===== src/rtl/c1541_trk_pkg.sv =====
// rtl/c1541_trk_pkg.sv - shared types, constants and helpers for the c1541 track-buffer arbiter
package c1541_trk_pkg;

    typedef enum logic [1:0] {IDLE, ACC, RSP} trk_state_t;

    localparam logic [3:0] HOST_ID = 4'hF;

    function automatic logic [3:0] rr_next(input logic [3:0] ptr, input int n);
        return (int'(ptr) + 1 >= n) ? 4'd0 : ptr + 4'd1;
    endfunction

endpackage


===== src/rtl/c1541_trk_arb_if.sv =====
// rtl/c1541_trk_arb_if.sv - drive, host and RAM signal bundle for the track-buffer arbiter
interface c1541_trk_arb_if #(
    parameter int NDRV = 4,
    parameter int AW   = 13
);
    localparam int DW = (NDRV > 1) ? $clog2(NDRV) : 1;

    logic [NDRV-1:0]      drv_req;
    logic [NDRV-1:0]      drv_we;
    logic [NDRV*AW-1:0]   drv_addr;
    logic [NDRV*8-1:0]    drv_wdata;
    logic [NDRV-1:0]      drv_ack;
    logic [7:0]           drv_rdata;
    logic                 hst_req;
    logic                 hst_we;
    logic [DW+AW-1:0]     hst_addr;
    logic [7:0]           hst_wdata;
    logic                 hst_ack;
    logic [7:0]           hst_rdata;
    logic [DW+AW-1:0]     mem_addr;
    logic                 mem_we;
    logic [7:0]           mem_wdata;
    logic [7:0]           mem_rdata;
    logic [3:0]           gnt_id;
    logic                 busy;

    modport slave (
        input  drv_req, drv_we, drv_addr, drv_wdata,
        input  hst_req, hst_we, hst_addr, hst_wdata,
        input  mem_rdata,
        output drv_ack, drv_rdata, hst_ack, hst_rdata,
        output mem_addr, mem_we, mem_wdata, gnt_id, busy
    );

    modport master (
        output drv_req, drv_we, drv_addr, drv_wdata,
        output hst_req, hst_we, hst_addr, hst_wdata,
        output mem_rdata,
        input  drv_ack, drv_rdata, hst_ack, hst_rdata,
        input  mem_addr, mem_we, mem_wdata, gnt_id, busy
    );

endinterface


===== src/rtl/c1541_rr_pick.sv =====
// rtl/c1541_rr_pick.sv - combinational round-robin picker starting one past the last winner
module c1541_rr_pick
    import c1541_trk_pkg::*;
#(
    parameter int N = 4
) (
    input  logic [N-1:0] i_req,
    input  logic [3:0]   i_ptr,
    output logic         o_gnt_valid,
    output logic [3:0]   o_gnt_idx
);

    logic [15:0] w_req;
    logic [3:0]  w_idx;

    assign w_req = 16'(i_req);

    always_comb begin
        o_gnt_valid = 1'b0;
        o_gnt_idx   = '0;
        w_idx       = rr_next(i_ptr, N);
        for (int k = 0; k < N; k++) begin
            if (!o_gnt_valid && w_req[w_idx]) begin
                o_gnt_valid = 1'b1;
                o_gnt_idx   = w_idx;
            end
            w_idx = rr_next(w_idx, N);
        end
    end

endmodule


===== src/rtl/c1541_trk_arb.sv =====
// rtl/c1541_trk_arb.sv - 3-cycle grant/access/respond arbiter sharing one track RAM among drives and host
module c1541_trk_arb
    import c1541_trk_pkg::*;
#(
    parameter int NDRV      = 4,
    parameter int AW        = 13,
    parameter int HOST_PRIO = 1
) (
    input  logic               clk,
    input  logic               reset,
    c1541_trk_arb_if.slave     bus
);

    localparam int DW = (NDRV > 1) ? $clog2(NDRV) : 1;
    localparam int NP = (HOST_PRIO != 0) ? NDRV : NDRV + 1;

    trk_state_t         r_state;
    logic [DW+AW-1:0]   r_mem_addr;
    logic               r_mem_we;
    logic [7:0]         r_mem_wdata;
    logic [3:0]         r_gnt_id;
    logic [3:0]         r_rr_ptr;
    logic               r_busy;
    logic               r_host_last;
    logic [NDRV-1:0]    r_drv_ack;
    logic               r_hst_ack;

    logic [NP-1:0]      w_pick_req;
    logic               w_pick_valid;
    logic [3:0]         w_pick_idx;
    logic               w_host_win;
    logic               w_drv_win;
    logic [DW+AW-1:0]   w_drv_addr;
    logic               w_drv_we;
    logic [7:0]         w_drv_wdata;

    // With priority the host only yields right after its own grant, so it alternates with drives.
    generate
        if (HOST_PRIO != 0) begin : g_host_prio
            assign w_pick_req = bus.drv_req;
            assign w_host_win = bus.hst_req && !(r_host_last && (|bus.drv_req));
        end else begin : g_host_rr
            assign w_pick_req = {bus.hst_req, bus.drv_req};
            assign w_host_win = w_pick_valid && (w_pick_idx == 4'(NDRV));
        end
    endgenerate

    assign w_drv_win = w_pick_valid && !w_host_win;

    c1541_rr_pick #(.N(NP)) u_pick (
        .i_req       (w_pick_req),
        .i_ptr       (r_rr_ptr),
        .o_gnt_valid (w_pick_valid),
        .o_gnt_idx   (w_pick_idx)
    );

    always_comb begin
        w_drv_addr  = '0;
        w_drv_we    = 1'b0;
        w_drv_wdata = '0;
        for (int i = 0; i < NDRV; i++) begin
            if (w_pick_idx == 4'(i)) begin
                w_drv_addr  = {DW'(i), bus.drv_addr[i*AW +: AW]};
                w_drv_we    = bus.drv_we[i];
                w_drv_wdata = bus.drv_wdata[i*8 +: 8];
            end
        end
    end

    always_ff @(posedge clk) begin
        if (reset) begin
            r_state     <= IDLE;
            r_mem_addr  <= '0;
            r_mem_we    <= 1'b0;
            r_mem_wdata <= '0;
            r_gnt_id    <= '0;
            r_rr_ptr    <= 4'(NDRV - 1);
            r_busy      <= 1'b0;
            r_host_last <= 1'b0;
            r_drv_ack   <= '0;
            r_hst_ack   <= 1'b0;
        end else begin
            r_drv_ack <= '0;
            r_hst_ack <= 1'b0;
            case (r_state)
                IDLE: begin
                    if (w_host_win) begin
                        r_mem_addr  <= bus.hst_addr;
                        r_mem_we    <= bus.hst_we;
                        r_mem_wdata <= bus.hst_wdata;
                        r_gnt_id    <= HOST_ID;
                        r_host_last <= 1'b1;
                        if (HOST_PRIO == 0)
                            r_rr_ptr <= 4'(NDRV);
                        r_busy      <= 1'b1;
                        r_state     <= ACC;
                    end else if (w_drv_win) begin
                        r_mem_addr  <= w_drv_addr;
                        r_mem_we    <= w_drv_we;
                        r_mem_wdata <= w_drv_wdata;
                        r_gnt_id    <= w_pick_idx;
                        r_rr_ptr    <= w_pick_idx;
                        r_host_last <= 1'b0;
                        r_busy      <= 1'b1;
                        r_state     <= ACC;
                    end
                end
                ACC: begin
                    // Write strobe lasts exactly the ACC cycle; ack lands with the RAM read data.
                    r_mem_we <= 1'b0;
                    if (r_gnt_id == HOST_ID)
                        r_hst_ack <= 1'b1;
                    else
                        for (int i = 0; i < NDRV; i++)
                            r_drv_ack[i] <= (r_gnt_id == 4'(i));
                    r_state <= RSP;
                end
                RSP: begin
                    r_busy  <= 1'b0;
                    r_state <= IDLE;
                end
                default: r_state <= IDLE;
            endcase
        end
    end

    assign bus.mem_addr  = r_mem_addr;
    assign bus.mem_we    = r_mem_we;
    assign bus.mem_wdata = r_mem_wdata;
    assign bus.gnt_id    = r_gnt_id;
    assign bus.busy      = r_busy;
    assign bus.drv_ack   = r_drv_ack;
    assign bus.hst_ack   = r_hst_ack;
    assign bus.drv_rdata = bus.mem_rdata;
    assign bus.hst_rdata = bus.mem_rdata;

endmodule


===== src/flat_wrapper.sv =====
// flat-port wrapper written by rule: the top's interface ports become plain ports
module c1541_trk_arb_flat import c1541_trk_pkg::*;
#(
    parameter int NDRV      = 4,
    parameter int AW        = 13,
    parameter int HOST_PRIO = 1
)
  (clk, reset, bus_drv_req, bus_drv_we, bus_drv_addr, bus_drv_wdata, bus_hst_req, bus_hst_we, bus_hst_addr, bus_hst_wdata, bus_mem_rdata, bus_drv_ack, bus_drv_rdata, bus_hst_ack, bus_hst_rdata, bus_mem_addr, bus_mem_we, bus_mem_wdata, bus_gnt_id, bus_busy);
  c1541_trk_arb_if #(.NDRV(NDRV), .AW(AW)) bus_i ();
  input  logic clk;
  input  logic reset;
  input wire logic [$bits(bus_i.drv_req)-1:0] bus_drv_req;
  input wire logic [$bits(bus_i.drv_we)-1:0] bus_drv_we;
  input wire logic [$bits(bus_i.drv_addr)-1:0] bus_drv_addr;
  input wire logic [$bits(bus_i.drv_wdata)-1:0] bus_drv_wdata;
  input wire logic [$bits(bus_i.hst_req)-1:0] bus_hst_req;
  input wire logic [$bits(bus_i.hst_we)-1:0] bus_hst_we;
  input wire logic [$bits(bus_i.hst_addr)-1:0] bus_hst_addr;
  input wire logic [$bits(bus_i.hst_wdata)-1:0] bus_hst_wdata;
  input wire logic [$bits(bus_i.mem_rdata)-1:0] bus_mem_rdata;
  output wire logic [$bits(bus_i.drv_ack)-1:0] bus_drv_ack;
  output wire logic [$bits(bus_i.drv_rdata)-1:0] bus_drv_rdata;
  output wire logic [$bits(bus_i.hst_ack)-1:0] bus_hst_ack;
  output wire logic [$bits(bus_i.hst_rdata)-1:0] bus_hst_rdata;
  output wire logic [$bits(bus_i.mem_addr)-1:0] bus_mem_addr;
  output wire logic [$bits(bus_i.mem_we)-1:0] bus_mem_we;
  output wire logic [$bits(bus_i.mem_wdata)-1:0] bus_mem_wdata;
  output wire logic [$bits(bus_i.gnt_id)-1:0] bus_gnt_id;
  output wire logic [$bits(bus_i.busy)-1:0] bus_busy;
  assign bus_i.drv_req = bus_drv_req;
  assign bus_i.drv_we = bus_drv_we;
  assign bus_i.drv_addr = bus_drv_addr;
  assign bus_i.drv_wdata = bus_drv_wdata;
  assign bus_i.hst_req = bus_hst_req;
  assign bus_i.hst_we = bus_hst_we;
  assign bus_i.hst_addr = bus_hst_addr;
  assign bus_i.hst_wdata = bus_hst_wdata;
  assign bus_i.mem_rdata = bus_mem_rdata;
  assign bus_drv_ack = bus_i.drv_ack;
  assign bus_drv_rdata = bus_i.drv_rdata;
  assign bus_hst_ack = bus_i.hst_ack;
  assign bus_hst_rdata = bus_i.hst_rdata;
  assign bus_mem_addr = bus_i.mem_addr;
  assign bus_mem_we = bus_i.mem_we;
  assign bus_mem_wdata = bus_i.mem_wdata;
  assign bus_gnt_id = bus_i.gnt_id;
  assign bus_busy = bus_i.busy;
  c1541_trk_arb #(.NDRV(NDRV), .AW(AW), .HOST_PRIO(HOST_PRIO)) u_core (.clk(clk), .reset(reset), .bus(bus_i));
endmodule

===== config.mk =====
export PLATFORM = sky130hd
export DESIGN_NAME = c1541_trk_arb_flat
export DESIGN_NICKNAME = d
export VERILOG_FILES = /design/src/rtl/c1541_trk_pkg.sv /design/src/rtl/c1541_trk_arb_if.sv /design/src/rtl/c1541_rr_pick.sv /design/src/rtl/c1541_trk_arb.sv /design/src/flat_wrapper.sv
export SDC_FILE = /design/constraint.sdc
export NUM_CORES = 1
export LEC_CHECK = 0
export CAP_MARGIN = 20
export CORE_AREA = 2 2 113 115
export DETAILED_ROUTE_END_ITERATION = 8
export DIE_AREA = 0 0 115 117
export PLACE_DENSITY = 0.85
export SYNTH_ARGS = -nofsm -noshare
export SYNTH_HDL_FRONTEND = slang
export SYNTH_SLANG_ARGS = --single-unit

===== constraint.sdc =====
create_clock -name clk -period 5.3 [get_ports clk]
set_input_delay 1.59 -clock clk [delete_from_list [all_inputs] [get_ports clk]]
set_output_delay 1.59 -clock clk [all_outputs]
set_load 0.03 [all_outputs]

# After elaboration in Yosys (flattened, before gate mapping)
# Cells that the tools add are included.
[word_totals] regBits=41 output_inout_bits=50 wordCells=112
[op_classes] n_addsub=8 order_cmp=8 n_eq_ne=10 muxes=50 bitwise=2 n_reduce_logical=24
[op_table] cell="two-way mux 15 bit" n=4
[op_table] cell="two-way mux 8 bit" n=6
[op_table] cell="two-way mux 4 bit" n=10
[op_table] cell=">= comparator 32 x 4 -> 1 bit, second input constant" n=1
[op_table] cell="adder 4 x 1 -> 5 bit, second input constant" n=4
[op_table] cell="less-than comparator 4 x 5 -> 1 bit, second input constant" n=4
[op_table] cell="two-way mux 1 bit" n=19
[op_table] cell="adder 4 x 1 -> 4 bit, second input constant" n=4
[op_table] cell="binary-select mux 1 bit (select 4 bit)" n=4
[op_table] cell="== test 4 x 2 -> 1 bit, second input constant" n=4
[op_table] cell=">= comparator 5 x 3 -> 1 bit, second input constant" n=3
[op_table] cell="two-way mux 14 bit" n=1
[op_table] cell="two-way mux 13 bit" n=1
[op_table] cell="== test 4 x 1 -> 1 bit, second input constant" n=2
[op_table] cell="logical NOT 4 bit" n=2
[op_table] cell="logical AND 1 bit" n=6
[op_table] cell="AND reduction 2 bit" n=3
[op_table] cell="nonzero test 2 bit" n=3
[op_table] cell="logical NOT 1 bit" n=5
[op_table] cell="== test 4 bit, second input constant" n=1
[op_table] cell="two-way mux 2 bit" n=2
[op_table] cell="one-hot mux 1 bit (2 select lines)" n=2
[op_table] cell="one-hot mux 2 bit (2 select lines)" n=1
[op_table] cell="OR reduction 4 bit" n=1
[op_table] cell="8 further kinds" n=9

# Longest topological paths before layout
[logic_depth] ltp_word=24 mapped_depth=23 ltp_nobuf=20

# Modules after synthesis
# From an unflattened synthesis, not the netlist that was laid out.
[unflattened] cells_unflattened=388 area_unflattened_um2=3155.5
[modules_own_cells] mod="c1541_trk_arb" instances=1 cells_per_inst=314 area_per_inst_um2=2601.2
[modules_own_cells] mod="c1541_rr_pick" instances=1 cells_per_inst=74 area_per_inst_um2=554.3

# Least setup slack after synthesis
# Ideal clock, no wire load.
[synth_timing] path_type="register to register" from="reg u_core.r_rr_ptr[0]" to="reg u_core.r_mem_addr[12], in the netlist u_core.bus.mem_addr[12]" arrival_ns=4.790 t_required_ns=5.183 slack_ns=0.393 path_stages_with_launch=24 period_less_slack_ns=4.907 path_cell_list="dfxtp_1 -> ha_1 -> nor2_1 -> a21o_1 -> nand2_1 -> clkinv_1 -> clkbuf_1 -> ha_1 -> clkbuf_1 -> a21oi_4 -> ha_1 -> nor3_1 -> a21oi_2 -> inv_1 -> ha_1 -> mux2i_1 -> nor2_1 -> or4b_1 -> a221o_1 -> buf_2 -> and2_1 -> buf_6 -> a211o_1 -> a32o_1"
[synth_via] elab_chain_len=23 elab_cells_between_ends=51 cone_classes="add/sub (8); order compare (4); eq/ne (3); mux (26); reduce/logical (10)"
[synth_lines] item="from (decl)" line_no="c1541_trk_arb.sv:22" rtl="logic [3:0] r_rr_ptr;"
[synth_lines] item="from (signal assigned)" line_no="c1541_trk_arb.sv:77" rtl="r_rr_ptr <= 4'(NDRV - 1);"
[synth_lines] item="from (signal assigned)" line_no="c1541_trk_arb.sv:94" rtl="r_rr_ptr <= 4'(NDRV);"
[synth_lines] item="from (signal assigned)" line_no="c1541_trk_arb.sv:102" rtl="r_rr_ptr <= w_pick_idx;"
[synth_lines] item="adder 4 x 1 -> 5 bit" line_no="c1541_trk_pkg.sv:9" rtl="return (int'(ptr) + 1 >= n) ? 4'd0 : ptr + 4'd1;"
[synth_lines] item=">= comparator 32 x 4 -> 1 bit" line_no="c1541_trk_pkg.sv:9"
[synth_lines] item="two-way mux 4 bit *" line_no="c1541_trk_pkg.sv:9"
[synth_lines] item="adder 4 x 1 -> 5 bit" line_no="c1541_trk_pkg.sv:9"
[synth_lines] item=">= comparator 5 x 3 -> 1 bit" line_no="c1541_trk_pkg.sv:9"
[synth_lines] item="two-way mux 4 bit" line_no="c1541_trk_pkg.sv:9"
[synth_lines] item="adder 4 x 1 -> 5 bit or binary-select mux 1 bit (select 4 bit) (tied branches)" line_no="c1541_trk_pkg.sv:9, c1541_rr_pick.sv:23"
[synth_lines] item=">= comparator 5 x 3 -> 1 bit or two-way mux 1 bit (tied branches)" line_no="c1541_trk_pkg.sv:9, c1541_rr_pick.sv:23"
[synth_lines] item="(+6 left out)"
[synth_lines] item="logical AND 1 bit" line_no="c1541_rr_pick.sv:23" rtl="if (!o_gnt_valid && w_req[w_idx]) begin"
[synth_lines] item="two-way mux 4 bit" line_no="c1541_rr_pick.sv:23"
[synth_lines] item="logical NOT 4 bit" line_no="c1541_trk_arb.sv:62" rtl="if (w_pick_idx == 4'(i)) begin"
[synth_lines] item="two-way mux 13 bit" line_no="c1541_trk_arb.sv:62"
[synth_lines] item="two-way mux 14 bit" line_no="c1541_trk_arb.sv:62"
[synth_lines] item="two-way mux 15 bit (2 in a row)" line_no="c1541_trk_arb.sv:62"
[synth_lines] item="two-way mux 15 bit" line_no="c1541_trk_arb.sv:97" rtl="end else if (w_drv_win) begin"
[synth_lines] item="two-way mux 15 bit" line_no="c1541_trk_arb.sv:87" rtl="if (w_host_win) begin"
[synth_lines] item="to (signal assigned)" line_no="c1541_trk_arb.sv:88" rtl="r_mem_addr <= bus.hst_addr;"
[synth_lines] item="to (signal assigned)" line_no="c1541_trk_arb.sv:98" rtl="r_mem_addr <= w_drv_addr;"
[synth_lines] item="to (decl)" line_no="c1541_trk_arb.sv:18" rtl="logic [DW+AW-1:0] r_mem_addr;"
# Mark *: on every way between the ends. The rest lies on a longest branch, timed or not. The select of a mux whose other input is x is not followed.
# A chain may end at the register's enable or synchronous reset.

# Worst setup path in the final report
[layout_timing] from="reg u_core.r_rr_ptr[0]" to="reg u_core.r_mem_addr[7], in the netlist u_core.bus.mem_addr[7]"
# The elaborated chain is that of the path after synthesis.

==> reports/metrics.cfg <==
[grt]
grt_overflow=0
grt_pass1_wl_mm=30.5
grt_usage=0.279
antenna_found_initial=0
grt_max_degree=123
grt_pass1_vias=5912

[critical_path]
cp-startpoint=u_core.r_rr_ptr[0]
crit_chain=ha_2, nor2_1, a21o_1, nand2_1, clkinv_1, ha_1, inv_1, nor2_1, ha_1, nor3_1, a21oi_2, inv_1, ha_1, mux2i_1, nor2_1, or4b_1, a221o_1, buf_4, a32oi_1, a21oi_1, a211oi_1
timing.rr.start=u_core.r_rr_ptr[0]
r2r_slack_ns=0.33
worst-r2r-cell-count=21
worstSetupPathType=reg2reg
cpLargestDelayFamily=compound AO/OA/AOI/OAI gates
critPathMaxFanout=17
start_kind=register
cpMaxStageDelayCell=or4b_1
reg2reg_to=u_core.bus.mem_addr[7]
crit_cells=21
endpoint=u_core.bus.mem_addr[7]
endpoint_kind=register
critPathMaxStageDelay_ns=0.45
cp.arrival_ns=5.17
critPathBufInv=4
crit_required_ns=5.50

[clocking]
numCtsBuffers=5
root_buffer=clkbuf_16
cts_tree=built
clock-sinks=41
clk_pin_slew_ns=0.06
clockBufferDepth=2
htreeDepth=2
clk-insertion-delay-late_ns=0.28

[routing]
drtIter0Drc=1154
via_count=6533
ant_nets=0
firstDrtPassIters=5
route.detailed.vias_per_inst=6.95
drc=0
wirelength_mm=20.0
wire_per_inst_um=21.3

[power]
power.internal_mw=1.96
p_comb_frac=0.811
p_leak_nw=2.44
switching_share=0.575
cellPowerDensity_nw_per_um2=678
peakVddDrop_mv=0.313
seqPwrFrac=0.104
netSwitchingPower_mw=2.65
clkPwrFrac=0.085

[floorplanning]
num_rows=41
die_width_um=115
start_util=0.412
die_area_um2=13500
io_pins=177
fp.coreArea_um2=12300
die_height_um=117

[logic_synthesis]
synthArstFlopShare=0
yosysSeqAreaShare=0.162
synthesis.nets=840
synth_area_um2=5070
syn_inst=705
synth_edf_count=0
synth_cell_types=58
syn_avg_cell_area_um2=7.19
synth_ff_type=dfxtp_1
ys_ff_latch=41
ys_warn_count=0

[hold_path]
min_path_type=reg2reg

[sta]
setup_viol=0
max_slew_margin=0.324
worst_clock_skew_ns=0.00518
maxSlewViolCount=0
post-route-period-util=0.938
setup_tns_ns=0
hold_viol_final=0
min_period_ns=4.97
fmax_mhz=201
worst_pin_slew_ns=1.01

[layout]
final_util=0.553
layout-drive-gt1-share=0.0709
diodes=0
fin_nets=924
area_growth_pct=34.1
fillers=1150

[placement]
hpwlAfterDp_mm=13.4
gp_congestion=0.942
numPortBuffers=152

[status]
outcome=finished clean

[run]
cap_violations=0

## cell usage in the layout, fill, tap and decap left out, types with 3 or more instances in the layout
| cell | instances |
|---|---|
| buf_12 | 3 |
| nor3b_1 | 4 |
| nor3_1 | 4 |
| o211ai_1 | 31 |
| nor2b_1 | 3 |
| clkdlybuf4s50_1 | 152 |
| a311o_1 | 4 |
| clkbuf_16 | 5 |
| or2_2 | 3 |
| dfxtp_1 | 41 |
| a221oi_1 | 20 |
| nor2_1 | 16 |
| nand2_1 | 25 |
| o21ai_0 | 5 |
| a311oi_1 | 122 |
| a211oi_1 | 19 |
| and2_1 | 3 |
| mux2i_1 | 9 |
| buf_4 | 27 |
| nand4_1 | 43 |
| nand3_1 | 26 |
| inv_1 | 92 |
| o2111ai_1 | 17 |
| ha_1 | 6 |
| a21o_1 | 3 |
| a32oi_1 | 17 |
| a21oi_1 | 45 |
## logic make-up (layout without fill, tap and decap cells)
family | after synthesis | after routing | synth area share
AO/OA/AOI/OAI | 306 | 306 | 0.482
XOR/XNOR | 1 | 1 | 0.00321
adder cells (fa/ha/maj) | 8 | 8 | 0.0197
buffers and inverters | 199 | 284 | 0.163
flip-flops | 41 | 41 | 0.162
multiplexers | 11 | 11 | 0.0222
AND/OR/NAND/NOR | 139 | 139 | 0.148
## tightest hold or removal path: stages, from the launching register on
cell     delay, ns
dfxtp_1       0.31
nand3_1       0.05
o21ai_0       0.06
## repair_timing
action / CTS / global route
setup buffers: 0 / 3
gates resized for setup: 0 / 4
hold buffers: 0 / 0
endpoints found under the setup margin: 0 / 22
## worst min path at each step
stage	start	to	slack, ns	cells past startpoint
6_report	u_core.bus.mem_addr[13]	u_core.bus.mem_addr[13]	0.48	2
5_1_grt	u_core.bus.mem_addr[14]	u_core.bus.mem_addr[14]	0.50	2
4_1_cts	u_core.bus.mem_addr[13]	u_core.bus.mem_addr[13]	0.48	2
3_5_place_dp	u_core.bus.gnt_id[3]	u_core.bus.hst_ack	0.46	2
3_3_place_gp	u_core.bus.gnt_id[3]	u_core.bus.hst_ack	0.45	2
2_1_floorplan	u_core.r_host_last	u_core.r_host_last	0.46	2
## cell usage after synthesis (all sizes together), types with 2 or more instances
cell type / number / area (µm²)
nor2b: 3 / 18.8
a21o: 3 / 22.5
o31ai: 2 / 15.0
ha: 8 / 100
and3: 2 / 12.5
mux2i: 9 / 90.1
mux2: 2 / 22.5
a311o: 4 / 40.0
o21ai: 5 / 25.0
a211oi: 19 / 143
a311oi: 122 / 1070
o211ai: 31 / 233
nor2: 16 / 60.1
inv: 93 / 349
a221oi: 20 / 175
a32oi: 17 / 149
o311ai: 2 / 17.5
o2111ai: 17 / 149
and2: 3 / 18.8
or2: 3 / 18.8
nor3: 4 / 20.0
nand4: 43 / 269
a211o: 2 / 17.5
dfxtp: 41 / 821
o41ai: 2 / 25.0
a21oi: 47 / 250
or3: 2 / 12.5
nand2: 26 / 97.6
a2111oi: 2 / 17.5
buf: 33 / 201
nand3: 26 / 130
nor3b: 4 / 30.0
clkbuf: 72 / 270
a31oi: 3 / 25.0
nand4b: 2 / 17.5
## per-stage QoR
step	instance area (µm²)	hold slack, ns	instances	setup slack [ns]	total power, mW
detailed placement	6570	0.456	929	0.215	4.05
finish	6800	0.481	940	0.328	4.61
global placement	6570	0.455	929	0.501	3.99
floorplan	5070	0.457	705	0.393	2.97
CTS	6760	0.480	937	0.162	4.46
global route	6800	0.501	940	-0.0216	4.85
## per-layer routing
| layer | global-route usage | share of wire |
|---|---|---|
| met3 | 0.0422 | 0.093 |
| met4 | 0.131 | 0.048 |
| met1 | 0.366 | 0.39 |
| met2 | 0.453 | 0.47 |
| met5 | 0 | 0 |
## sequential cells by signal, indices dropped and copies added, names as in the netlist
name and flops:
u_core.bus.mem_addr 15, u_core.bus.gnt_id 4, u_core.bus.mem_we 1, u_core.bus.hst_ack 1, u_core.r_state 2, u_core.bus.mem_wdata 8
u_core.r_host_last 1, u_core.r_rr_ptr 4, u_core.bus.drv_ack 4, u_core.bus.busy 1
## layout make-up
class                           count  area, µm²  area share
Multi-Input combinational cell    465       3470       0.510
Timing Repair Buffer              182       1780       0.262
Sequential cell                    41        821       0.121
Inverter                           94        353      0.0519
Tap cell                          150        188      0.0276
Clock buffer                        5        125      0.0184
Clock inverter                      3       65.1     0.00956
## power by group through the flow
stage,sequential [mW],clock [mW],combinational (mW)
2_1_floorplan,0.600,0,2.37
3_3_place_gp,0.480,0,3.51
3_5_place_dp,0.481,0,3.57
4_1_cts,0.476,0.393,3.59
5_1_grt,0.488,0.406,3.95
6_report,0.479,0.393,3.74
(Power assumes the default switching activity.)
